--- src/rtl/core_seq_pkg.sv ---
`default_nettype none
// ---------------------------------------------------------------------------
// core_seq_pkg : shared types, defaults and helpers for core_seq_ctrl.  Rev 1.0
// ---------------------------------------------------------------------------
package core_seq_pkg;

    typedef enum logic [0:0] {
        SEQ_RUN  = 1'b0,
        SEQ_HALT = 1'b1
    } seq_state_t;

    localparam int CORE_SEQ_STAGES     = 4;
    localparam int CORE_SEQ_TRAP_STAGE = 1;

    // Index width that never collapses to zero bits.
    function automatic int idx_width(input int n);
        return (n <= 2) ? 1 : $clog2(n);
    endfunction

endpackage

`default_nettype wire

--- src/rtl/core_seq_wdog.sv ---
`default_nettype none
// ---------------------------------------------------------------------------
// core_seq_wdog : saturating stall counter with sticky hang flag.  Rev 1.0
// ---------------------------------------------------------------------------
module core_seq_wdog #(
    parameter int WDOG_W = 8
) (
    input  logic clk,
    input  logic rst,
    input  logic inc,
    input  logic clr,
    output logic flag
);

    localparam logic [WDOG_W-1:0] C_MAX = {WDOG_W{1'b1}};

    logic [WDOG_W-1:0] r_cnt;
    logic              r_flag;
    logic [WDOG_W-1:0] w_cnt_inc;

    assign w_cnt_inc = r_cnt + {{(WDOG_W-1){1'b0}}, 1'b1};

    // Counter restarts whenever the stage is not stalled; the flag only on clr.
    always_ff @(posedge clk or posedge rst) begin
        if (rst) begin
            r_cnt  <= '0;
            r_flag <= 1'b0;
        end else if (clr) begin
            r_cnt  <= '0;
            r_flag <= 1'b0;
        end else if (!inc) begin
            r_cnt  <= '0;
        end else if (r_cnt != C_MAX) begin
            r_cnt <= w_cnt_inc;
            if (w_cnt_inc == C_MAX) begin
                r_flag <= 1'b1;
            end
        end
    end

    assign flag = r_flag;

endmodule

`default_nettype wire

--- src/rtl/core_seq_ctrl.sv ---
`default_nettype none
// ---------------------------------------------------------------------------
// core_seq_ctrl : NUM_STAGES one-hot stage sequencer with trap, debug halt,
// retire counter; watchdog built when CORE_SEQ_WDOG_EN is defined.  Rev 1.0
// ---------------------------------------------------------------------------
module core_seq_ctrl
    import core_seq_pkg::*;
#(
    parameter int NUM_STAGES = CORE_SEQ_STAGES,
    parameter int TRAP_STAGE = CORE_SEQ_TRAP_STAGE,
    parameter int CNT_W      = 32,
    parameter int WDOG_W     = 8
) (
    input  logic                                clk_i,
    input  logic                                rst_i,
    input  logic [NUM_STAGES-1:0]               stage_ready_i,
    input  logic                                trap_i,
    input  logic                                halt_req_i,
    input  logic                                wdog_clr_i,
    output logic [NUM_STAGES-1:0]               stage_en_o,
    output logic [idx_width(NUM_STAGES)-1:0]    stage_idx_o,
    output logic                                retire_o,
    output logic [CNT_W-1:0]                    instret_o,
    output logic                                halted_o,
    output logic                                wdog_o
);

    localparam int                IDX_W    = idx_width(NUM_STAGES);
    localparam logic [IDX_W-1:0]  C_LAST   = IDX_W'(NUM_STAGES - 1);
    localparam logic [IDX_W-1:0]  C_TRAP   = IDX_W'(TRAP_STAGE);
    localparam logic [IDX_W-1:0]  C_ONE    = IDX_W'(1);
    localparam logic [CNT_W-1:0]  C_CNT1   = CNT_W'(1);

    seq_state_t             r_state, w_state_next;
    logic [IDX_W-1:0]       r_idx, w_idx_next;
    logic [NUM_STAGES-1:0]  r_stage_en, w_stage_en_next;
    logic                   r_retire, w_retire_next;
    logic [CNT_W-1:0]       r_instret, w_instret_next;
    logic                   r_halted;
    logic                   w_stall;

    always_ff @(posedge clk_i or posedge rst_i) begin
        if (rst_i) begin
            r_state    <= SEQ_RUN;
            r_idx      <= '0;
            r_stage_en <= NUM_STAGES'(1);
            r_retire   <= 1'b0;
            r_instret  <= '0;
            r_halted   <= 1'b0;
        end else begin
            r_state    <= w_state_next;
            r_idx      <= w_idx_next;
            r_stage_en <= w_stage_en_next;
            r_retire   <= w_retire_next;
            r_instret  <= w_instret_next;
            r_halted   <= (w_state_next == SEQ_HALT);
        end
    end

    always_comb begin
        w_state_next    = r_state;
        w_idx_next      = r_idx;
        w_retire_next   = 1'b0;
        w_instret_next  = r_instret;
        w_stage_en_next = '0;
        case (r_state)
            SEQ_RUN: begin
                if (trap_i) begin
                    w_idx_next = C_TRAP;
                end else if (stage_ready_i[r_idx]) begin
                    if (r_idx != C_LAST) begin
                        w_idx_next = r_idx + C_ONE;
                    end else begin
                        w_retire_next  = 1'b1;
                        w_instret_next = r_instret + C_CNT1;
                        w_idx_next     = '0;
                        if (halt_req_i) begin
                            w_state_next = SEQ_HALT;
                        end
                    end
                end
            end
            SEQ_HALT: begin
                w_idx_next = '0;
                if (!halt_req_i) begin
                    w_state_next = SEQ_RUN;
                end
            end
            default: begin
                w_state_next = SEQ_RUN;
                w_idx_next   = '0;
            end
        endcase
        for (int k = 0; k < NUM_STAGES; k++) begin
            w_stage_en_next[k] = (w_state_next == SEQ_RUN) && (w_idx_next == IDX_W'(k));
        end
    end

    // A stall is a running cycle that keeps the same stage without a trap.
    assign w_stall = (r_state == SEQ_RUN) && (w_state_next == SEQ_RUN) &&
                     !trap_i && (w_idx_next == r_idx);

`ifdef CORE_SEQ_WDOG_EN
    core_seq_wdog #(
        .WDOG_W (WDOG_W)
    ) u_wdog (
        .clk  (clk_i),
        .rst  (rst_i),
        .inc  (w_stall),
        .clr  (wdog_clr_i),
        .flag (wdog_o)
    );
`else
    logic w_unused_wdog;
    assign w_unused_wdog = wdog_clr_i ^ w_stall;
    assign wdog_o        = 1'b0;
`endif

    assign stage_en_o  = r_stage_en;
    assign stage_idx_o = r_idx;
    assign retire_o    = r_retire;
    assign instret_o   = r_instret;
    assign halted_o    = r_halted;

endmodule

`default_nettype wire
--- config.mk ---
export PLATFORM = sky130hd
export DESIGN_NAME = core_seq_ctrl
export DESIGN_NICKNAME = d
export VERILOG_FILES = /design/src/rtl/core_seq_pkg.sv /design/src/rtl/core_seq_wdog.sv /design/src/rtl/core_seq_ctrl.sv
export SDC_FILE = /design/constraint.sdc
export NUM_CORES = 1
export LEC_CHECK = 0
export CORE_MARGIN = 2
export CORE_UTILIZATION = 51
export CTS_BUF_LIST = sky130_fd_sc_hd__clkbuf_16
export DETAILED_ROUTE_END_ITERATION = 7
export PLACE_DENSITY = 0.9
export SYNTH_ARGS = -nofsm -noshare
export SYNTH_HDL_FRONTEND = slang
export SYNTH_SLANG_ARGS = --single-unit
--- constraint.sdc ---
create_clock -name clk_i -period 5.3 [get_ports clk_i]
set_input_delay 0.53 -clock clk_i [delete_from_list [all_inputs] [get_ports clk_i]]
set_output_delay 0.53 -clock clk_i [all_outputs]
set_load 0.03 [all_outputs]
==> impl_metrics.env <==
export IMPL_cp_cell_sequence="ha_1 -> nor3b_1 -> o2bb2ai_1 -> nor3b_2 -> nand4_1 -> xnor2_1"
export IMPL_diodes=0
export IMPL_numClockSinks=40
export IMPL_vias_per_cell=5.35
export IMPL_hp_class="reg2reg"
export IMPL_ir_worst_vdd_uv=241
export IMPL_yosysUniqueCellTypes=36
export IMPL_clock_latency_ns=0.28
export IMPL_cts_made_buffers=5
export IMPL_drt_iter0_drc=69
export IMPL_cts_tree="done"
export IMPL_row_count=21
export IMPL_crit_fanout=10
export IMPL_cts_root_buf="clkbuf_16"
export IMPL_yosys_area_top_type="dfrtp_1"
export IMPL_clock_skew_ns=0.00376
export IMPL_cp_slowest_cell="nor3b_2"
export IMPL_setup_violations=0
export IMPL_outcome="finished clean"
export IMPL_vias=1365
export IMPL_grt_overflow=0
export IMPL_p_per_area_nw_per_um2=379
export IMPL_leakage_uw=0.00116
export IMPL_ctsResizeCount=0
export IMPL_reg2reg_depth=6
export IMPL_setup_worst_path_start_class="flop"
export IMPL_multi_input_area_sq_um=802
export IMPL_area_growth_pct=36.8
export IMPL_finalHoldViolCount=0
export IMPL_grt_max_degree=41
export IMPL_die_width_um=64.1
export IMPL_ys_ff_latch=40
export IMPL_synth_top_cell_area_share=0.530
export IMPL_initial_utilization=0.543
export IMPL_cts_htree_levels=2
export IMPL_post_cts_setup_buffers=0
export IMPL_max_freq_mhz=419
export IMPL_cp_end_kind="flop"
export IMPL_clkTransAtPathRegs_ns=0.06
export IMPL_power_uw=955
export IMPL_io_buffers=47
export IMPL_dr_pass1_iters=4
export IMPL_whs_path_depth=1
export IMPL_synth_common_cells="dfrtp_1, xnor2_1, nand2_1, nand3_1, xor2_1"
export IMPL_drive_gt1_frac=0.0861
export IMPL_drc=0
export IMPL_slew_limit_headroom=0.561
export IMPL_yosysMostFrequentCell="dfrtp_1"
export IMPL_seqCellArea_sq_um=1000
export IMPL_ant_nets=0
export IMPL_cp_data_arrival_time_ns=2.55
export IMPL_grtUsageTotal=0.212
export IMPL_syn_avg_cell_area_sq_um=11.7
export IMPL_worst_pin_slew_ns=0.655
export IMPL_final_nets=219
export IMPL_yosys_warnings=0
export IMPL_synthTopCellsByArea="dfrtp_1, xnor2_1, xor2_1"
export IMPL_drv_slew=0
export IMPL_grt_pass1_vias=1398
export IMPL_cpPeakStageDelay_ns=0.62
export IMPL_rsz0062_at_grt="no"
export IMPL_fillCellCount=235
export IMPL_critPathKind="reg2reg"
export IMPL_maxCapViolations=0
export IMPL_clockBufferDepth=2
export IMPL_pin_count=50
export IMPL_post_drt_wl_per_cell_um=15.3
export IMPL_synth_cells=157
export IMPL_die_h_um=64.1
export IMPL_syn_nets=168
export IMPL_antenna_found_initial=0
export IMPL_seq_area_frac_synth=0.545
export IMPL_wirelength_mm=3.90
export IMPL_period_needed_ns=2.39
export IMPL_cts_hold_buf=0
export IMPL_crit_required_ns=5.46
export IMPL_finalSetupTns_ns=0
export IMPL_hpwl_mm=2.84
export IMPL_dieArea_sq_um=4110
export IMPL_dominantRegCellSynth="dfrtp_1"
export IMPL_gp_routability_congestion=0.771
export IMPL_syn_area_sq_um=1840
export IMPL_core_area_sq_um=3390
export IMPL_ys_async_sr_fraction=1.00
export IMPL_period_share=0.451
export IMPL_synth_edff_count=0
export IMPL_grt_pass1_wl_mm=6.60
-- layout by cell type, fill, tap and decap left out, types with 2 or more instances in the layout --
cell type,n
xnor2_1,21
clkbuf_16,5
and4_1,5
a21oi_1,2
dfrtp_1,39
and2_2,2
mux2i_1,2
nor3_1,3
nand3_1,10
nor2b_1,2
clkinv_1,2
o21ai_0,2
xor2_1,10
nand4_1,6
inv_1,4
nor2_1,8
nand2_1,11
mux2_2,2
and3_1,7
ha_1,2
clkdlybuf4s50_1,47
-- power by group --
part	internal, uW	switching [uW]
clock	219	112
sequential	341	36.2
combinational	109	137
total	669	286
-- critical path, delay by kind of cell (launching register included) --
family          cells  cell delay [ns]
compound gates      1             0.22
flops               1             0.55
xor+xnor            1             0.17
simple gates        3             1.04
fa+ha+maj           1             0.28
-- flip-flops by register name, indices dropped and copies added (netlist names) --
signal       flops
stage_en_o       4
stage_idx_o      2
instret_o       32
halted_o         1
retire_o         1
-- metal layers --
layer / vias to the layer above / GRT usage / wire (um)
li1: 636 / - / -
met1: 678 / 0.259 / 1590
met3: 9 / 0.0581 / 194
met5: - / 0 / 0
met4: 0 / 0.0978 / 102
met2: 42 / 0.349 / 2020
-- path summary, 6_finish.rpt --
check                      slack, ns                 startpoint                   endpoint
setup / recovery                2.91   stage_idx_o[1]$_DFF_PP0_  instret_o[26]$_DFFE_PP0P_
hold / removal                  0.48  instret_o[31]$_DFFE_PP0P_  instret_o[31]$_DFFE_PP0P_
setup reg to reg                2.91   stage_idx_o[1]$_DFF_PP0_  instret_o[26]$_DFFE_PP0P_
hold reg to reg                 0.48  instret_o[31]$_DFFE_PP0P_  instret_o[31]$_DFFE_PP0P_
max in group asynchronous       4.27                      rst_i    stage_en_o[0]$_DFF_PP1_
min in group asynchronous       0.67                      rst_i  instret_o[31]$_DFFE_PP0P_
-- metrics by stage --
stage,area [sq um],hold WS (ns),worst slack [ns],instances,util
4_1_cts,2520,0.485,2.93,255,0.743
6_report,2520,0.480,2.91,255,0.743
3_3_place_gp,2350,0.462,2.75,247,0.695
5_1_grt,2520,0.511,2.71,255,0.743
3_5_place_dp,2350,0.477,2.70,247,0.695
2_1_floorplan,1840,0.654,3.25,157,-
-- cell families after synthesis --
logic type	count (synthesis)	share of synthesized area
XOR/XNOR	31	0.148
adder cells (fa/ha/maj)	2	0.0136
AND/OR/NAND/NOR	64	0.217
AO/OA/AOI/OAI	6	0.0204
multiplexers	5	0.0353
other	1	0.00204
buffers and inverters	8	0.0197
flip-flops	40	0.545
-- layout make-up --
cell class                      count  share of cell area
Clock buffer                        5              0.0497
Clock inverter                      3              0.0149
Inverter                            4             0.00596
Multi-Input combinational cell    109               0.319
Sequential cell                    40               0.398
Tap cell                           46              0.0229
Timing Repair Buffer               48               0.190
Note: power is estimated with default switching activity, not from simulation.
